**config.mk**
```make
export PLATFORM = sky130hd
export DESIGN_NAME = alu_seq
export DESIGN_NICKNAME = d
export VERILOG_FILES = /design/src/rtl/alu_pkg.sv /design/src/rtl/alu_muldiv.sv /design/src/rtl/alu_seq.sv
export SDC_FILE = /design/constraint.sdc
export NUM_CORES = 1
export LEC_CHECK = 0
export CORE_UTILIZATION = 31
export DETAILED_ROUTE_END_ITERATION = 16
export PLACE_DENSITY_LB_ADDON = 0.08
export SETUP_SLACK_MARGIN = 0.1
export SLEW_MARGIN = 20
export SYNTH_ARGS = -nofsm -noshare
export SYNTH_HDL_FRONTEND = slang
export SYNTH_SLANG_ARGS = --single-unit
```
**constraint.sdc**
```tcl
create_clock -name clk -period 13.85 [get_ports clk]
set_clock_uncertainty 0.1 [all_clocks]
set_input_delay 4.155 -clock clk [delete_from_list [all_inputs] [get_ports clk]]
set_output_delay 4.155 -clock clk [all_outputs]
set_load 0.02 [all_outputs]
```
**src/rtl/alu_pkg.sv**
```systemverilog
// alu_pkg: opcode and FSM state types shared by the sequential ALU and its mult/div engine
package alu_pkg;
    localparam int OP_W = 4;
    typedef enum logic [OP_W-1:0] {
        OP_NONE  = 4'd0,
        OP_ADD   = 4'd1,
        OP_SUB   = 4'd2,
        OP_AND   = 4'd3,
        OP_OR    = 4'd4,
        OP_NOR   = 4'd5,
        OP_SLT   = 4'd6,
        OP_LAND  = 4'd7,
        OP_SLTU  = 4'd8,
        OP_SLL   = 4'd9,
        OP_SRL   = 4'd10,
        OP_SRA   = 4'd11,
        OP_MULT  = 4'd12,
        OP_MULTU = 4'd13,
        OP_DIV   = 4'd14,
        OP_DIVU  = 4'd15
    } alu_op_e;
    typedef enum logic [1:0] {IDLE, LOAD, ITER, FIX} state_e;
    function automatic logic is_md(input alu_op_e op);
        return op >= OP_MULT;
    endfunction
endpackage

```
**src/rtl/alu_muldiv.sv**
```systemverilog
// alu_muldiv: iterative shift-add multiplier / restoring divider on operand magnitudes; rdy flags the final iteration
module alu_muldiv #(
    parameter int WIDTH = 32
) (
    input  logic             clk,
    input  logic             rst,
    input  logic             go,
    input  logic             is_div,
    input  logic             is_signed,
    input  logic [WIDTH-1:0] a,
    input  logic [WIDTH-1:0] b,
    output logic [WIDTH-1:0] lo,
    output logic [WIDTH-1:0] hi,
    output logic             rdy
);
    localparam int CW = $clog2(WIDTH);
    logic [WIDTH-1:0]   hi_r, lo_r, b_r, a_mag, b_mag;
    logic [WIDTH:0]     sum, trial, diff;
    logic [2*WIDTH-1:0] p_fix;
    logic [CW-1:0]      cnt;
    logic               active, div_r, neg_q, neg_r;
    assign a_mag = (is_signed && a[WIDTH-1]) ? -a : a;
    assign b_mag = (is_signed && b[WIDTH-1]) ? -b : b;
    assign sum   = {1'b0, hi_r} + (lo_r[0] ? {1'b0, b_r} : '0);
    assign trial = {hi_r, lo_r[WIDTH-1]};
    assign diff  = trial - {1'b0, b_r};
    assign rdy   = active && cnt == '0;
    assign p_fix = neg_q ? -{hi_r, lo_r} : {hi_r, lo_r};
    // MIN/-1 and divide-by-zero fall out of the magnitude algorithm plus this sign fix
    assign lo    = div_r ? (neg_q ? -lo_r : lo_r) : p_fix[WIDTH-1:0];
    assign hi    = div_r ? (neg_r ? -hi_r : hi_r) : p_fix[2*WIDTH-1:WIDTH];
    always_ff @(posedge clk) begin
        if (rst) begin
            active <= 1'b0;
            cnt    <= '0;
            hi_r   <= '0;
            lo_r   <= '0;
            b_r    <= '0;
            div_r  <= 1'b0;
            neg_q  <= 1'b0;
            neg_r  <= 1'b0;
        end else if (go) begin
            active <= 1'b1;
            cnt    <= CW'(WIDTH - 1);
            hi_r   <= '0;
            lo_r   <= a_mag;
            b_r    <= b_mag;
            div_r  <= is_div;
            neg_q  <= is_signed && (a[WIDTH-1] ^ b[WIDTH-1]);
            neg_r  <= is_signed && a[WIDTH-1];
        end else if (active) begin
            cnt    <= cnt - 1'b1;
            active <= cnt != '0;
            {hi_r, lo_r} <= div_r ? {diff[WIDTH] ? trial[WIDTH-1:0] : diff[WIDTH-1:0], lo_r[WIDTH-2:0], ~diff[WIDTH]}
                                  : {sum, lo_r[WIDTH-1:1]};
        end
    end
endmodule

```
**src/rtl/alu_seq.sv**
```systemverilog
// alu_seq: registered execute-stage ALU with single-cycle ops and an optional iterative mult/div behind a start/done handshake
module alu_seq
    import alu_pkg::*;
#(
    parameter int WIDTH = 32,
    parameter bit MD_EN = 1'b1
) (
    input  logic             clk,
    input  logic             rst,
    input  logic             start,
    input  logic [3:0]       alu_ctrl,
    input  logic [WIDTH-1:0] a1,
    input  logic [WIDTH-1:0] a2,
    output logic             busy,
    output logic             done,
    output logic [WIDTH-1:0] alu_out,
    output logic [WIDTH-1:0] hi_out,
    output logic             zero,
    output logic             ovf
);
    localparam int SW = $clog2(WIDTH);
    alu_op_e          op;
    state_e           state;
    logic [WIDTH-1:0] sum, dif, res, a_r, b_r, md_lo, md_hi;
    logic [SW-1:0]    sh;
    logic             v, md_rdy, div_r, sgn_r, start_md;
    assign op       = alu_op_e'(alu_ctrl);
    assign sum      = a1 + a2;
    assign dif      = a1 - a2;
    assign sh       = a2[SW-1:0];
    assign start_md = start && MD_EN && is_md(op);
    always_comb begin
        res = '0;
        v   = 1'b0;
        case (op)
            OP_ADD: begin
                res = sum;
                v   = (a1[WIDTH-1] == a2[WIDTH-1]) && (sum[WIDTH-1] != a1[WIDTH-1]);
            end
            OP_SUB: begin
                res = dif;
                v   = (a1[WIDTH-1] != a2[WIDTH-1]) && (dif[WIDTH-1] != a1[WIDTH-1]);
            end
            OP_AND:  res = a1 & a2;
            OP_OR:   res = a1 | a2;
            OP_NOR:  res = ~(a1 | a2);
            OP_SLT:  res = WIDTH'($signed(a1) < $signed(a2));
            OP_LAND: res = WIDTH'(a1 != '0 && a2 != '0);
            OP_SLTU: res = WIDTH'(a1 < a2);
            OP_SLL:  res = a1 << sh;
            OP_SRL:  res = a1 >> sh;
            OP_SRA:  res = $unsigned($signed(a1) >>> sh);
            default: res = '0;
        endcase
    end
    alu_muldiv #(.WIDTH(WIDTH)) u_md (
        .clk       (clk),
        .rst       (rst),
        .go        (state == LOAD),
        .is_div    (div_r),
        .is_signed (sgn_r),
        .a         (a_r),
        .b         (b_r),
        .lo        (md_lo),
        .hi        (md_hi),
        .rdy       (md_rdy)
    );
    always_ff @(posedge clk) begin
        if (rst) begin
            state   <= IDLE;
            busy    <= 1'b0;
            done    <= 1'b0;
            alu_out <= '0;
            hi_out  <= '0;
            zero    <= 1'b0;
            ovf     <= 1'b0;
            a_r     <= '0;
            b_r     <= '0;
            div_r   <= 1'b0;
            sgn_r   <= 1'b0;
        end else begin
            done <= 1'b0;
            case (state)
                IDLE: begin
                    if (start_md) begin
                        state <= LOAD;
                        busy  <= 1'b1;
                        a_r   <= a1;
                        b_r   <= a2;
                        div_r <= alu_ctrl[1];
                        sgn_r <= ~alu_ctrl[0];
                    end else if (start) begin
                        done    <= 1'b1;
                        alu_out <= res;
                        hi_out  <= '0;
                        zero    <= res == '0;
                        ovf     <= v;
                    end
                end
                LOAD: state <= ITER;
                ITER: state <= md_rdy ? FIX : ITER;
                FIX: begin
                    state   <= IDLE;
                    busy    <= 1'b0;
                    done    <= 1'b1;
                    alu_out <= md_lo;
                    hi_out  <= md_hi;
                    zero    <= md_lo == '0;
                    ovf     <= 1'b0;
                end
            endcase
        end
    end
endmodule

```
## Word-level counts from Yosys, hierarchy flattened

Cells that the tools add are included.

- Mux-type cells: 38
- Shift-type cells: 3
- Reductions and logical operators: 21
- Bitwise operators: 6
- Equal/unequal tests: 21
- Div/mod/pow operators: 0
- $add $sub $neg: 10
- $mul: 0
- Order comparisons: 3

Operators by type and width:

| cell | count |
|---|---|
| 2-to-1 mux 32 bit | 14 |
| one-hot mux 32 bit (11 select lines) | 1 |
| 2-to-1 mux 64 bit | 2 |
| negator 32 bit | 4 |
| one-hot mux 32 bit (2 select lines) | 2 |
| zero test 32 bit | 2 |
| < comparator 32 bit | 2 |
| negator 64 bit | 1 |
| nonzero test 32 bit | 2 |
| adder 32 x 33 -> 33 bit | 1 |
| subtractor 33 x 32 -> 33 bit | 1 |
| adder 32 bit | 1 |
| bitwise AND 32 bit | 1 |
| inverter 32 bit | 1 |
| bitwise OR 32 bit | 1 |
| left shift 32 x 5 -> 32 bit | 1 |
| right shift 32 x 5 -> 32 bit | 1 |
| >>> shifter 32 x 5 -> 32 bit | 1 |
| subtractor 32 bit | 1 |
| == test 4 x 3 -> 1 bit (second input constant) | 4 |
| == test 4 bit (second input constant) | 4 |
| 2-to-1 mux 1 bit | 10 |
| 2-to-1 mux 5 bit | 2 |
| one-hot mux 1 bit (2 select lines) | 5 |
| 21 further kinds | 37 |

- Latch bits: 0
- Input port bits: 71
- Logic and storage cells: 121
- RAM bits: 0
- Output and inout bits: 68
- ROM bits: 0
- Memories kept: 0
- Register bits after elaboration: 241

## Longest topological paths before layout

Gate-level depths: netlist of the first run.

- Depth in word-level cells: 7
- Depth in mapped cells: 18
- Mapped depth without buffers: 15

## Hierarchy

From an unflattened synthesis of the first run, not the netlist that was laid out.

- Cell total of the unflattened synthesis: 3,718
- Area total of the unflattened synthesis: 27,400.0 sq um

By module, submodules not included:

| module | instances | area each (sq um) | cells an instance | seq. area each (sq um) |
|---|---|---|---|---|
| alu_seq | 1 | 15,838.9 | 2,133 | 2,722.6 |
| alu_muldiv | 1 | 11,561.1 | 1,585 | 2,102.0 |

## Least setup slack after synthesis of the first run

Ideal clock, no wire load.

- Path kind: input to register
- Start point: in a2[3]
- End point: reg alu_out[30]
- Arrival: 8.112 ns
- Data required time: 13.664 ns
- Slack: 5.553 ns
- Cell stages on the path: 18
- Buffers on the path: 5
- Library setup time: 0.086 ns
- Cells stage by stage: clkbuf_1 -> inv_1 -> clkbuf_1 -> buf_1 -> clkbuf_1 -> ha_1 -> clkbuf_1 -> nor2b_1 -> a211o_1 -> a311oi_2 -> o311ai_1 -> a311oi_1 -> o21ai_0 -> and3_1 -> o32a_1 -> nor2_1 -> a21oi_1 -> a211oi_1

- Word-level cells in the longest chain between the ends: 5
- Elaborated cells between the ends (all ways): 9
- Classes of those cells: add/sub: 2; shift: 3; mux: 4

RTL lines:

| element | RTL line | RTL |
|---|---|---|
| from (decl) | alu_seq.sv:13 | `input logic [WIDTH-1:0] a2,` |
| subtractor 32 bit (tied with other cells) | alu_seq.sv:29 | `assign dif = a1 - a2;` |
| one-hot mux 32 bit (11 select lines) (*) | alu_seq.sv:35 | `case (op)` |
| 2-to-1 mux 32 bit (*) | alu_seq.sv:92 | `end else if (start) begin` |
| 2-to-1 mux 32 bit (*) | alu_seq.sv:85 | `if (start_md) begin` |
| one-hot mux 32 bit (2 select lines) (*) | alu_seq.sv:83 | `case (state)` |
| to (signal assigned) | alu_seq.sv:94 | `alu_out <= res;` |
| to (signal assigned) | alu_seq.sv:106 | `alu_out <= md_lo;` |
| to (decl) | alu_seq.sv:16 | `output logic [WIDTH-1:0] alu_out,` |

Mark *: on every way between the ends. The rest lies on a longest branch, timed or not. The select of a mux whose other input is x is not followed.
A chain may end at the register's enable or synchronous reset.

## Final worst setup path of the first run

- Start point: in a1[4]
- End point: reg zero

- Word-level cells in the longest chain between the ends: 7
- Elaborated cells between the ends (all ways): 17
- Classes of those cells: add/sub: 2; order compare: 2; shift: 3; mux: 4; bitwise: 3; reduce/logical: 3

RTL lines:

| element | RTL line | RTL |
|---|---|---|
| from (decl) | alu_seq.sv:12 | `input logic [WIDTH-1:0] a1,` |
| branches (longest 2 deep; another with subtractor 32 bit) | - |  |
| one-hot mux 32 bit (11 select lines) (*) | alu_seq.sv:35 |  |
| zero test 32 bit (*) | alu_seq.sv:96 | `zero <= res == '0;` |
| 2-to-1 mux 1 bit (*) | alu_seq.sv:92 |  |
| 2-to-1 mux 1 bit (*) | alu_seq.sv:85 |  |
| one-hot mux 1 bit (2 select lines) (*) | alu_seq.sv:83 |  |
| to (signal assigned) | alu_seq.sv:75 | `zero <= 1'b0;` |
| to (signal assigned) | alu_seq.sv:96 |  |
| to (signal assigned) | alu_seq.sv:108 | `zero <= md_lo == '0;` |
| to (decl) | alu_seq.sv:18 | `output logic zero,` |

Mark *: on every way between the ends. The select of a mux whose other input is x is not followed.

==> impl_metrics.yaml, run 1 <==
finish:
  post_route_cells_drive_above_1_share_pct: 7.93
  final_core_utilization_pct: 35.3
  finalInstanceArea_um2: 30000
  synthToLayoutAreaGrowth_pct: 12.6
  fin_nets: 3817
synth:
  yosys-top-cells-count: "411 x nand2_1, 369 x nor2_1, 311 x a21oi_1"
  synthTopCellsByArea: "dfxtp_1 18%, ha_1 8.6%, mux4_2 6.6%"
  synth_top_area_cell: "dfxtp_1"
  synth_area_per_cell_um2: 7.43
  yosysUniqueCellTypes: 90
  seq_area_frac_synth_pct: 18.1
  synth_nets: 3849
  async_flop_share_pct: 0
  synth_top_area_share_pct: 18.1
  syn_inst: 3591
  synth.most_common_cell: "nand2_1"
  ys.flop_type: "dfxtp_1"
  yosysWarningCount: 0
  synth_seq_cells: 241
  syn_area_um2: 26700
  synth-edff-count: 0
global_route:
  antenna_found_initial: 2
  grt-ovfl-total: 0
  grtUsageTotal_pct: 28.2
  grt_pass1_vias: 26334
  grt_max_degree: 79
  grt_pass1_wl_um: 185000
min_path:
  hold_class: "flop to flop"
  holdPathStages: 2
  whs_endpoint: "hi_out[25]$_SDFFE_PP0P_"
  hold_path_startpoint: "hi_out[25]$_SDFFE_PP0P_"
critical_path:
  worst-setup-path-type: "primary input to flop"
  crit_start: "a1[4]"
  required_ns: 14.26
  cp_max_fo: 14
  r2r_slack_ns: 8.66
  reg2reg_to: "u_md.hi_r[10]$_SDFFE_PP0P_"
  critPathLaunchType: "primary input"
  reg2reg_from: "u_md.lo_r[31]$_SDFFE_PP0P_"
  rr_worst_depth: 15
  endpoint_kind: "flop"
  arrival_ns: 9.21
outcome:
  outcome: "finished clean"
clock_tree:
  cts_buffers: 30
  ctsRootBufferMaster: "clkbuf_16"
  worstSkewPairLatency_ns: 0.60
  cts_sinks: 241
  cts_setup_buffers: 0
  cts_tree: "yes"
  cts_resized: 0
  clockBufferDepth: 3
  h-tree-depth: 1
  clkTransAtPathRegs_ns: 0.06
  cts_hold_buf: 0
placement:
  dp_hpwl_um: 95600
  port_buffers: 138
  place.gp.congestion: 1.03
  dpl-instance-area_um2: 29000
sta:
  finalSetupViolations: 0
  relSlewSlack_pct: 26.0
  finalSetupTns_ns: 0
  fin_crit_ns: 8.81
  rsz0062_at_grt: "no"
  hold_viol_final: 0
  tightest_slew_ns: 1.10
  finalCritPeriodShare_pct: 63.6
  fmax_ghz: 0.114
  maxSlewViolCount: 0
flow_run:
  drv_cap: 0
drt:
  drt_iter0_drc: 2902
  routed_wl_um: 126000
  dr.pass1.iters: 6
  drc_errors: 0
  viasPerCell: 5.94
  antenna_left: 0
  detail_route.wl_per_cell_um: 26.7
  vias: 28091
floorplanning:
  placement_rows: 107
  die_area_um2: 87200
  core_area_um2: 85100
  die_x_um: 295
  start_util_pct: 31.3
  die_h_um: 295
  io_pins: 139
power_and_ir_drop:
  p_leak_nw: 11.2
  peakVddDrop_mv: 0.123
  power_density_nw_per_um2: 162
state kept, by name, indices dropped and copies added, names as in the netlist:
register and flops:
u_md.b_r 32, div_r 1, u_md.div_r 1, u_md.lo_r 32, busy 1, done 1
u_md.neg_q 1, hi_out 32, b_r 32, ovf 1, sgn_r 1, a_r 32
u_md.active 1, state 2, zero 1, alu_out 32, u_md.neg_r 1, u_md.cnt 5
u_md.hi_r 32
critical path: stages:
cell and delay, ns:
clkdlybuf4s50_1 1.01, inv_1 0.19, ha_1 0.53, and2_1 0.20
nand3_1 0.14, a21oi_1 0.45, o21ai_0 0.33, a2111oi_1 0.80
nand3_1 0.25, a21oi_1 0.21, xnor2_1 0.08, a21oi_1 0.25
or4bb_1 0.46, o21ai_1 0.13
final cells by class:
| cell class | instances | area (um2) |
|---|---|---|
| Clock buffer | 40 | 881 |
| Timing Repair Buffer | 211 | 1910 |
| Antenna cell | 3 | 7.51 |
| Fill cell | 9261 | 55100 |
| Tap cell | 1144 | 1430 |
| Multi-Input combinational cell | 2902 | 20200 |
| Sequential cell | 241 | 4830 |
| Inverter | 173 | 649 |
| Clock inverter | 15 | 180 |
worst max-delay path by stage:
| stage | slack (ns) | to | cells after the start |
|---|---|---|---|
| after floorplan | 5.55 | alu_out[30]$_SDFFE_PP0P_ | 18 |
| after global placement | 4.54 | zero$_SDFFE_PP0P_ | 14 |
| after detailed placement | 4.60 | zero$_SDFFE_PP0P_ | 14 |
| after CTS | 5.18 | zero$_SDFFE_PP0P_ | 14 |
| after global routing | 4.83 | zero$_SDFFE_PP0P_ | 14 |
| final | 5.04 | zero$_SDFFE_PP0P_ | 14 |
cells by family (layout without fill, tap and decap cells):
kind of cell             count (synthesis)  count (layout)  synth area share, %
adder cells (fa/ha/maj)                187             187                 8.88
buffers and inverters                  448             439                 6.70
flip-flops                             241             241                 18.1
other                                    0               3                    0
AO/OA/AOI/OAI                         1083            1083                 26.9
AND/OR/NAND/NOR                       1215            1215                 20.9
XOR/XNOR                               223             223                 7.32
multiplexers                           194             194                 11.3
layout by cell type, fill, tap and decap left out, types with 18 or more instances in the layout:
cell type and count:
a211oi_1 123, a21o_1 37, a21oi_1 309, a22oi_1 57
a311oi_1 25, a31oi_1 33, and2_1 19, buf_4 75
clkbuf_16 32, clkdlybuf4s50_1 132, dfxtp_1 239, ha_1 181
inv_1 168, mux2_2 22, mux2i_1 90, mux4_2 78
nand2_1 411, nand2b_1 40, nand3_1 69, nor2_1 366
nor2b_1 29, nor3_1 93, nor4_1 46, o211ai_1 44
o21ai_0 175, o21bai_1 18, o22ai_1 19, o31ai_1 44
or3_1 32, xnor2_1 145, xor2_1 77
layer usage:
metal  vias to the layer above  global-route usage (%)  part of all wire [%]
met2                      1173                    42.6                    43
met1                     13616                    41.2                    47
li1                      13092                       -                     -
met4                         0                    8.99                   3.4
met3                       210                    3.53                   7.0
met5                         -                       0                     0
through the flow:
step,setup slack (ns),total power [mW],instances,hold WS [ns]
after floorplan,5.55,3.06,3591,0.336
final,5.04,4.86,4729,0.349
after CTS,5.18,4.87,4726,0.354
after global routing,4.83,5.22,4726,0.372
after global placement,4.54,4.03,4671,0.342
after detailed placement,4.60,4.00,4671,0.347
power by group:
group | total [mW] | switching (mW) | internal [mW]
clock | 0.852 | 0.335 | 0.517
sequential | 1.06 | 0.211 | 0.847
combinational | 2.95 | 1.86 | 1.09
total | 4.86 | 2.41 | 2.46
No activity file was read; power rests on OpenSTA's default activity.
==> run 2: changes to the inputs <==
Clock period 13.85 ns to 8.5 ns, I/O delays scaled along.
==> run 2 against run 1 <==
  * Sequential share of layout area shrank 0.11 points
  * Core utilization grew 0.25 points
  * Largest power group unchanged
  * Total power rose by 62%
  * Largest cell class unchanged
  * Cell area rose by 0.70%
  * Die area unchanged
  * Clock-buffer cell count up 3
  * Clock power up 56%
  * Non-clock buffer count increased by 31
  * Combinational power grew 63%
  * Global-route usage is 0.29 points lower
  * Critical path type unchanged
  * Wire length is 0.54% lower
  * Final cell count grew 0.59%
  * Highest routed layer unchanged
==> impl_metrics.yaml, run 2 (synthesized netlist as in run 1, its figures left out) <==
placement:
  port_buffers: 138
  dp_hpwl_um: 97200
  place.gp.congestion: 1.00
min_path:
  hold_class: "flop to flop"
  holdPathStages: 2
global_route:
  grt_max_degree: 131
  grt_pass1_vias: 26227
  antenna_found_initial: 2
  grtUsageTotal_pct: 27.9
  grt-ovfl-total: 0
  grt_pass1_wl_um: 183000
clock_tree:
  cts_sinks: 241
  cts_buffers: 31
  worstSkewPairLatency_ns: 0.60
  ctsRootBufferMaster: "clkbuf_16"
  cts_tree: "yes"
  clockBufferDepth: 3
  clkTransAtPathRegs_ns: 0.06
  cts_setup_buffers: 0
  h-tree-depth: 1
  cts_hold_buf: 0
  cts_resized: 0
drt:
  drt_iter0_drc: 2765
  antenna_left: 0
  dr.pass1.iters: 6
  vias: 28059
  detail_route.wl_per_cell_um: 26.4
  routed_wl_um: 125000
  drc_errors: 0
  viasPerCell: 5.90
critical_path:
  critPathTopFamily: "compound AO/OA/AOI/OAI gates"
  path_buf_inv: 2
  required_ns: 8.91
  crit_start: "a1[4]"
  reg2reg_to: "u_md.hi_r[18]$_SDFFE_PP0P_"
  crit_path_end: "zero$_SDFFE_PP0P_"
  endpoint_kind: "flop"
  critPathLaunchType: "primary input"
  cp_max_fo: 9
  worst-setup-path-type: "primary input to flop"
  rr_worst_depth: 15
  arrival_ns: 7.42
  critical_path.slowest_cell: "clkdlybuf4s50_1"
  reg2reg_from: "u_md.lo_r[31]$_SDFFE_PP0P_"
  path_depth: 14
  r2r_slack_ns: 3.40
  slowest_delay_ns: 0.79
  crit_path_frequent_cell: "a21oi_1"
  path_cells: "clkdlybuf4s50_1 -> inv_1 -> ha_1 -> and2_1 -> nand3_1 -> a21oi_1 -> o21ai_0 -> a2111oi_1 -> nand3_1 -> a21oi_1 -> xnor2_1 -> a21oi_1 -> or4bb_1 -> o21ai_1"
finish:
  fin_nets: 3849
  post_route_cells_drive_above_1_share_pct: 8.40
  final_core_utilization_pct: 35.5
  final_common_cell: "nand2_1"
  final_cell_mix: "411 x nand2_1, 366 x nor2_1, 310 x a21oi_1"
  synthToLayoutAreaGrowth_pct: 13.4
  nFillCells: 9272
sta:
  rsz0062_at_grt: "no"
  maxSlewViolCount: 0
  hold_viol_final: 0
  finalSetupViolations: 0
  fin_crit_ns: 7.02
  relSlewSlack_pct: 27.0
  fmax_ghz: 0.143
  finalSetupTns_ns: 0
  tightest_slew_ns: 1.10
  finalCritPeriodShare_pct: 82.5
  holdWs_ns: 0.350
floorplanning:
  start_util_pct: 31.3
  io_pins: 139
  die_x_um: 295
  placement_rows: 107
  die_h_um: 295
  core_area_um2: 85100
  die_area_um2: 87200
power_and_ir_drop:
  power_density_nw_per_um2: 260
  p_leak_nw: 11.3
  peakVddDrop_mv: 0.172
outcome:
  outcome: "finished clean"
flow_run:
  drv_cap: 0
==> run 2: layout make-up <==
cell class | count | area (um2) | area share (%)
flip-flops and latches | 241 | 4830 | 16.0
multi-input cells | 2902 | 20100 | 66.6
clock inverters | 8 | 144 | 0.476
clock buffers | 43 | 851 | 2.81
repair buffers | 242 | 2190 | 7.25
diodes | 4 | 10.0 | 0.0331
well taps | 1144 | 1430 | 4.73
inverters | 173 | 649 | 2.15
==> run 2: metal layers <==
metal  GRT usage [%]  up-vias  wire length [um]  share of wire, %
li1                -    13155                 -                 -
met1            40.6    13575             58500                47
met2            42.4     1141             53500                43
met3            3.44      188              8610               6.9
met4            8.99        0              4730               3.8
met5               0        -                 0                 0
==> run 2: worst min-delay path by stage <==
stage / startpoint / endpoint / slack (ns)
final: hi_out[5]$_SDFFE_PP0P_ / hi_out[5]$_SDFFE_PP0P_ / 0.35
after global routing: hi_out[27]$_SDFFE_PP0P_ / hi_out[27]$_SDFFE_PP0P_ / 0.37
after CTS: hi_out[26]$_SDFFE_PP0P_ / hi_out[26]$_SDFFE_PP0P_ / 0.35
after detailed placement: hi_out[26]$_SDFFE_PP0P_ / hi_out[26]$_SDFFE_PP0P_ / 0.34
after global placement: hi_out[26]$_SDFFE_PP0P_ / hi_out[26]$_SDFFE_PP0P_ / 0.34
after floorplan: div_r$_SDFFE_PP0P_ / div_r$_SDFFE_PP0P_ / 0.34
==> run 2: worst min-delay path: cells and delay by family (launching register included) <==
family	cells	cell delay (ns)
DFF	1	0.31
and+or+nand+nor	1	0.05
AOI/OAI and AO/OA	1	0.05
==> run 2: power breakdown <==
part           total [mW]  switching [mW]  leakage (nW)  internal (mW)
logic                4.82            3.03          8.89           1.79
registers            1.72           0.343          1.96           1.38
clock network        1.33           0.521         0.487          0.808
==> run 2: through the flow <==
step / instances / setup slack, ns / instance area (um2) / power (mW)
6_report: 4757 / 1.48 / 30300 / 7.87
5_1_grt: 4753 / 1.21 / 30200 / 8.44
4_1_cts: 4753 / 1.62 / 30200 / 7.88
3_5_place_dp: 4702 / 1.04 / 29200 / 6.51
3_3_place_gp: 4702 / 1.04 / 29200 / 6.55
2_1_floorplan: 3591 / 1.81 / 26700 / 4.99
